### src/rtl/seq_alu.sv
// seq_alu: registered, handshaked WIDTH-bit ALU.
//
// Operands are captured when a request is accepted. The issuer may change
// src1/src2/alu_ctrl/comp after that edge.
// Single-cycle ops: the result is visible the cycle after the accept edge.
// Multiplies: one shift-add step per cycle for WIDTH cycles, then the result
// is presented.
//
// Optional feature: define SEQ_ALU_MUL_EN to compile in the MUL op
// (alu_ctrl=1000), the BUSY state and the iterative multiplier. Without it,
// 1000 is an illegal op: result 0, zero 1, latency 1.
//
// Ports
//   clk        in   rising-edge clock
//   rst_n      in   synchronous, active-low reset
//   in_valid   in   operation request
//   in_ready   out  block can accept a request this cycle
//   src1       in   operand A
//   src2       in   operand B
//   alu_ctrl   in   0000 AND, 0001 OR, 0010 ADD, 0110 SUB, 1100 NOR,
//                   1101 NAND, 0111 COMP, 1000 MUL
//   comp       in   COMP select: 000 SLT, 001 SGT, 010 SLE, 011 SGE,
//                   110 SEQ, 100 SNE, 101 SLTU (111 -> flag 0)
//   out_valid  out  result/flags valid
//   out_ready  in   consumer takes the result
//   result     out  registered result
//   zero       out  result == 0
//   cout       out  carry out of the MSB (ADD/SUB only)
//   overflow   out  signed overflow (ADD/SUB), unsigned product overflow (MUL)
//
// Handshake: a transfer happens on a rising edge where valid & ready are both
// high, on either side. valid never waits on ready. Once out_valid is high,
// result and flags hold stable until the edge where out_ready is high.
module seq_alu #(
  parameter int WIDTH = 32
) (
  input  logic             clk,
  input  logic             rst_n,
  input  logic             in_valid,
  output logic             in_ready,
  input  logic [WIDTH-1:0] src1,
  input  logic [WIDTH-1:0] src2,
  input  logic [3:0]       alu_ctrl,
  input  logic [2:0]       comp,
  output logic             out_valid,
  input  logic             out_ready,
  output logic [WIDTH-1:0] result,
  output logic             zero,
  output logic             cout,
  output logic             overflow
);

  localparam logic [3:0] OP_AND  = 4'b0000;
  localparam logic [3:0] OP_OR   = 4'b0001;
  localparam logic [3:0] OP_ADD  = 4'b0010;
  localparam logic [3:0] OP_SUB  = 4'b0110;
  localparam logic [3:0] OP_NOR  = 4'b1100;
  localparam logic [3:0] OP_NAND = 4'b1101;
  localparam logic [3:0] OP_COMP = 4'b0111;

  localparam logic [2:0] CMP_SLT  = 3'b000;
  localparam logic [2:0] CMP_SGT  = 3'b001;
  localparam logic [2:0] CMP_SLE  = 3'b010;
  localparam logic [2:0] CMP_SGE  = 3'b011;
  localparam logic [2:0] CMP_SEQ  = 3'b110;
  localparam logic [2:0] CMP_SNE  = 3'b100;
  localparam logic [2:0] CMP_SLTU = 3'b101;

`ifdef SEQ_ALU_MUL_EN
  localparam logic [3:0] OP_MUL = 4'b1000;
  localparam int         CNT_W  = $clog2(WIDTH) + 1;

  typedef enum logic [1:0] {
    IDLE = 2'd0,
    BUSY = 2'd1,
    DONE = 2'd2
  } state_t;
`else
  typedef enum logic [1:0] {
    IDLE = 2'd0,
    DONE = 2'd2
  } state_t;
`endif

  state_t state;
  logic   accept;

  // Handshake on the input side
  assign in_ready = (state == IDLE) | ((state == DONE) & out_ready);
  assign accept   = in_valid & in_ready;

  // Adder shared by ADD and SUB. SUB is src1 + ~src2 + 1.
  logic             is_sub;
  logic [WIDTH-1:0] b_eff;
  logic [WIDTH:0]   add_sum;
  logic             add_ovf;

  always_comb begin
    is_sub  = (alu_ctrl == OP_SUB);
    b_eff   = is_sub ? ~src2 : src2;
    add_sum = {1'b0, src1} + {1'b0, b_eff} + {{WIDTH{1'b0}}, is_sub};
    // Overflow: the operands (B after inversion) share a sign that the sum lacks
    add_ovf = (src1[WIDTH-1] == b_eff[WIDTH-1]) &
              (add_sum[WIDTH-1] != src1[WIDTH-1]);
  end

  // Compare flag
  logic lt_s;
  logic lt_u;
  logic eq;
  logic cmp_flag;

  always_comb begin
    lt_s     = $signed(src1) < $signed(src2);
    lt_u     = src1 < src2;
    eq       = (src1 == src2);
    cmp_flag = 1'b0;
    case (comp)
      CMP_SLT:  cmp_flag = lt_s;
      CMP_SGT:  cmp_flag = ~lt_s & ~eq;
      CMP_SLE:  cmp_flag = lt_s | eq;
      CMP_SGE:  cmp_flag = ~lt_s;
      CMP_SEQ:  cmp_flag = eq;
      CMP_SNE:  cmp_flag = ~eq;
      CMP_SLTU: cmp_flag = lt_u;
      default:  cmp_flag = 1'b0;
    endcase
  end

  // Single-cycle result mux. Unknown opcodes fall to the zero default.
  logic [WIDTH-1:0] sc_result;
  logic             sc_cout;
  logic             sc_ovf;

  always_comb begin
    sc_result = '0;
    sc_cout   = 1'b0;
    sc_ovf    = 1'b0;
    case (alu_ctrl)
      OP_AND:  sc_result = src1 & src2;
      OP_OR:   sc_result = src1 | src2;
      OP_NOR:  sc_result = ~(src1 | src2);
      OP_NAND: sc_result = ~(src1 & src2);
      OP_ADD, OP_SUB: begin
        sc_result = add_sum[WIDTH-1:0];
        sc_cout   = add_sum[WIDTH];
        sc_ovf    = add_ovf;
      end
      OP_COMP: sc_result = {{(WIDTH-1){1'b0}}, cmp_flag};
      default: sc_result = '0;
    endcase
  end

`ifdef SEQ_ALU_MUL_EN
  // Iterative multiplier: prod starts as {0, multiplier}.
  // Each step conditionally adds the multiplicand into the upper half and then
  // shifts the whole register right by one, carry included.
  // After WIDTH steps prod holds the full 2*WIDTH-bit product.
  logic                   is_mul;
  logic [WIDTH-1:0]       mcand;
  logic [2*WIDTH-1:0]     prod;
  logic [2*WIDTH-1:0]     prod_next;
  logic [WIDTH:0]         mul_sum;
  logic [CNT_W-1:0]       cnt;

  assign is_mul = (alu_ctrl == OP_MUL);

  always_comb begin
    mul_sum   = {1'b0, prod[2*WIDTH-1:WIDTH]} +
                (prod[0] ? {1'b0, mcand} : {(WIDTH+1){1'b0}});
    prod_next = {mul_sum, prod[WIDTH-1:1]};
  end
`endif

  always_ff @(posedge clk) begin
    if (!rst_n) begin
      state     <= IDLE;
      out_valid <= 1'b0;
      result    <= '0;
      zero      <= 1'b0;
      cout      <= 1'b0;
      overflow  <= 1'b0;
`ifdef SEQ_ALU_MUL_EN
      mcand     <= '0;
      prod      <= '0;
      cnt       <= '0;
`endif
    end else begin
      case (state)
        IDLE, DONE: begin
          if (accept) begin
`ifdef SEQ_ALU_MUL_EN
            if (is_mul) begin
              mcand     <= src1;
              prod      <= {{WIDTH{1'b0}}, src2};
              cnt       <= '0;
              out_valid <= 1'b0;
              state     <= BUSY;
            end else
`endif
            begin
              result    <= sc_result;
              zero      <= (sc_result == '0);
              cout      <= sc_cout;
              overflow  <= sc_ovf;
              out_valid <= 1'b1;
              state     <= DONE;
            end
          end else if ((state == DONE) && out_ready) begin
            out_valid <= 1'b0;
            state     <= IDLE;
          end
        end
`ifdef SEQ_ALU_MUL_EN
        BUSY: begin
          prod <= prod_next;
          cnt  <= cnt + 1'b1;
          // The last step writes the product straight into the output registers
          if (cnt == CNT_W'(WIDTH - 1)) begin
            result    <= prod_next[WIDTH-1:0];
            zero      <= (prod_next[WIDTH-1:0] == '0);
            cout      <= 1'b0;
            overflow  <= |prod_next[2*WIDTH-1:WIDTH];
            out_valid <= 1'b1;
            state     <= DONE;
          end
        end
`endif
        default: begin
          out_valid <= 1'b0;
          state     <= IDLE;
        end
      endcase
    end
  end

endmodule
### config.mk
export PLATFORM = sky130hd
export DESIGN_NAME = seq_alu
export DESIGN_NICKNAME = d
export VERILOG_FILES = /design/src/rtl/seq_alu.sv
export SDC_FILE = /design/constraint.sdc
export NUM_CORES = 1
export LEC_CHECK = 0
export ABC_AREA = 1
export CORE_ASPECT_RATIO = 0.9
export CORE_UTILIZATION = 56
export DETAILED_ROUTE_END_ITERATION = 7
export GPL_ROUTABILITY_DRIVEN = 0
export HOLD_SLACK_MARGIN = 0.05
export PLACE_DENSITY = 0.89
export SLEW_MARGIN = 20
export SYNTH_ARGS = -nofsm -noshare
export SYNTH_HDL_FRONTEND = slang
export SYNTH_SLANG_ARGS = --single-unit
### constraint.sdc
create_clock -name clk -period 4.05 [get_ports clk]
set_clock_uncertainty 0.05 [all_clocks]
set_input_delay 0.405 -clock clk [delete_from_list [all_inputs] [get_ports clk]]
set_output_delay 0.405 -clock clk [all_outputs]
set_load 0.01 [all_outputs]
==> summary.txt <==
Status
  – Status: completed

Critical path
  – Reg-to-reg critical path startpoint: out_valid
  – Capturing point of the worst reg2reg path: result[30]
  – Reg2reg setup slack: ~2.2 ns
  – CP max stage delay: approximately 0.54 ns
  – CP arrival: 3.90 ns
  – Max FO, Critical Path: 16
  – Most used cell, CP: nor2_1
  – R2R depth: 8
  – Buf/Inv on CP: 3
  – Critical Path End Type: flip-flop
  – Worst path cell trace: clkdlybuf4s50_1, inv_2, nor2_2, nand2_2, buf_4, xor2_1, ha_1, a21oi_1, nor2_1, nor2_1, a21boi_1, nor2_1, nor2_1, nand3_1, nand3_1, nand2_1, nor2_1, nand3_1, nor2_1, nand3_1, a21oi_1
  – Setup CP Type: input pin to flip-flop
  – Crit path launch type: input pin
  – CP max stage cell: clkdlybuf4s50_1
  – Data required, critical path: 4.21 ns
  – Largest delay share family, worst path: simple AND/OR/NAND/NOR gates

Synth
  – Post-Syn Nets: approximately 1.3k
  – Post-synth EDFFs: 0
  – Synth area leaders: ha_1 24%, inv_1 12%, dfxtp_1 11%
  – Compound-Gate Fraction of Synth Area: about a fifth
  – Post-Syn Instances: between 1k and 1.5k
  – Synth Area in Simple Gates: around 28%
  – Synth warn: 0
  – FF+latch count, synth: 36
  – Synthesized cell area: approximately 6700 um2
  – Largest family of logic cells by synthesized area: simple AND/OR/NAND/NOR gates
  – Top post-synthesis cells by count: 213 x inv_1, 181 x nand2_1, 128 x nor2_1
  – FFs w/ async S/R, synth: 0%
  – Adder-cell share of the synthesized area: a little under a quarter
  – Synthesized area per cell: approximately 6.2 um2
  – Post-synth top flop: dfxtp_1
  – Count leader, synth: inv_1
  – Seq/Total Area, Yosys: a little over a tenth
  – Synth Area in XOR/XNOR: under 10%
  – Yosys cell types: 43
  – Share of the synthesized area in the top cell type: between 20% and 30%
  – Cell taking the most area after synthesis: ha_1
  – Mux contribution to synthesized area: 0%

GRT
  – Met2 usage: 51.1%
  – Global-route wire length before repair: approximately 33000 um
  – GRT Util Overall: 31.9%
  – Most utilized layer in the global route result: met2
  – Largest net degree at the start of global routing: 34
  – Antenna violations before repair: 0
  – Global Route met1 Usage: between 40% and 50%
  – Vias in the first global route: 7074
  – Gr ovfl total: 0
  – GRT met3 Usage: between 5 and 6%

Floorplan
  – Boundary Pins: ~110
  – Die Y: about 110 um
  – Num rows: 37
  – Core footprint: between 10000 and 15000 um2
  – DIE WIDTH: around 120 um
  – Starting Density: slightly below 60%
  – Die ar.: between 10000 and 15000 um2

Detailed routing
  – DR DRC count: 0
  – Initial drt markers: 720
  – Vias per cell: 5.68
  – Vias: 7653
  – Drt pass-1 iters: 7
  – Routed WL: about 20000 um
  – Drt wl/cell: 14.5 um
  – Antenna Nets Post-Route: 0

Hold path
  – Hold Path Depth: 2
  – Hold Crit Start: zero
  – Tightest Hold Check Type: flip-flop to flip-flop
  – Hold path endpoint: zero

CTS
  – Post-CTS setup buffer count: 0
  – Post-CTS Resized: 0
  – Hold_buf cts: 0
  – H-Tree Level Count: 2
  – CTS Buffer Depth: 2
  – Clk_lat worst skew: ~0.28 ns
  – Root buffer cell: clkbuf_16
  – Clk slew on worst S/H paths: 0.06 ns
  – CTS buffer count: 5
  – Clock sinks: 36
  – CTS tree: yes

STA
  – Final setup fails: 0
  – Unrepaired setup endpoints after global routing: false
  – Slew margin rel.: between 50% and 60%
  – Final min period: approximately 3.7 ns
  – Period utilization: between 90% and 100%
  – Slew Limit Fails: 0
  – Hold Fails Final Rpt: 0
  – Slew @ Worst Pin: slightly above 0.7 ns
  – F_max: between 0.2 and 0.3 GHz
  – Setup TNS: 0 ns

Power and ir drop
  – PwrDens: around 210 nW/um2
  – Pwr Total: 1.69 mW
  – P_leak: ~4.3 nW
  – Peak supply drop: between 0.00015 and 0.0002 V

Finish
  – Syn-to-layout area delta: 21.3%
  – Final std cells w/o fill: approximately 1.3k
  – Share of cells above drive strength 1: under 10%
  – Nets: roughly 1.4k
  – Diodes inserted: 0

Placed design
  – DP HPWL: 16000 um
  – Placed Instances: 1339
  – Port-buffer cells: approximately 110

Flow run
  – Max_cap viols: 0
==> worst max-delay path by stage <==
| stage | from | end | slack (ns) | cells after the start |
|---|---|---|---|---|
| 2_1_floorplan | alu_ctrl[2] | zero | 1.01 | 20 |
| 3_3_place_gp | alu_ctrl[1] | overflow | 0.1 | 17 |
| 3_5_place_dp | alu_ctrl[1] | overflow | 0.04 | 17 |
| 4_1_cts | alu_ctrl[1] | overflow | 0.30 | 17 |
| 5_1_grt | alu_ctrl[3] | zero | 0.04 | 21 |
| 6_report | alu_ctrl[1] | zero | 0.31 | 21 |
==> state kept, by name, summed over array words and instances, names as in the netlist <==
name       flops
cout           1
out_valid      1
overflow       1
result        32
zero           1
==> tightest hold or removal path: cells and delay by family (launching register included) <==
| kind | cells | cell delay (ns) |
|---|---|---|
| and+or+nand+nor | 1 | 0.06 |
| DFF | 1 | 0.31 |
| AOI/OAI and AO/OA | 1 | 0.05 |
==> placed cells by master, fill, tap and decap left out, types with 32 or more instances in the layout <==
master / synthesis / layout
o21ai_0: 50 / 49
clkdlybuf4s50_1: 0 / 111
ha_1: 127 / 127
nor2_1: 128 / 128
inv_1: 213 / 213
nand2_1: 181 / 181
xor2_1: 32 / 32
dfxtp_1: 36 / 36
a21oi_1: 55 / 55
nand3_1: 72 / 72
==> final cells by class <==
cell class	instances	area [um2]
Timing Repair Buffer	122	1190
Tap cell	156	195
Multi-Input combinational cell	806	5080
Sequential cell	36	721
Clock buffer	5	125
Clock inverter	3	18.8
Inverter	219	822
Fill cell	970	3420
==> through the flow <==
stage          util, %  cell area, um2  setup slack, ns  hold WS, ns
2_1_floorplan        -            6720             1.01        0.440
4_1_cts           70.4            8150            0.297        0.425
3_5_place_dp      69.2            8010           0.0356        0.415
3_3_place_gp      69.2            8010           0.0981        0.404
6_report          70.4            8150            0.307        0.421
5_1_grt           70.4            8150           0.0404        0.441
==> per-layer routing <==
metal | part of all wire, % | vias up | routed length (um)
li1 | - | 3765 | -
met1 | 44 | 3388 | 8560
met2 | 43 | 425 | 8430
met3 | 10 | 75 | 1960
met4 | 3.3 | 0 | 640
met5 | 0 | - | 0
==> power by group <==
part | internal, mW | leakage, nW | switching [mW] | total [mW]
logic | 0.362 | 3.91 | 0.542 | 0.904
registers | 0.381 | 0.297 | 0.0143 | 0.395
clock network | 0.227 | 0.0736 | 0.161 | 0.388
==> cells by family (layout without fill, tap and decap cells) <==
kind of cell	count (synthesis)	count (layout)
adders and majority gates	128	128
DFF	36	36
xor gates and xnor gates	33	33
AOI/OAI and AO/OA	207	207
and+or+nand+nor	438	438
buffers and inverters	244	349
No activity file was read; power rests on OpenSTA's default activity.
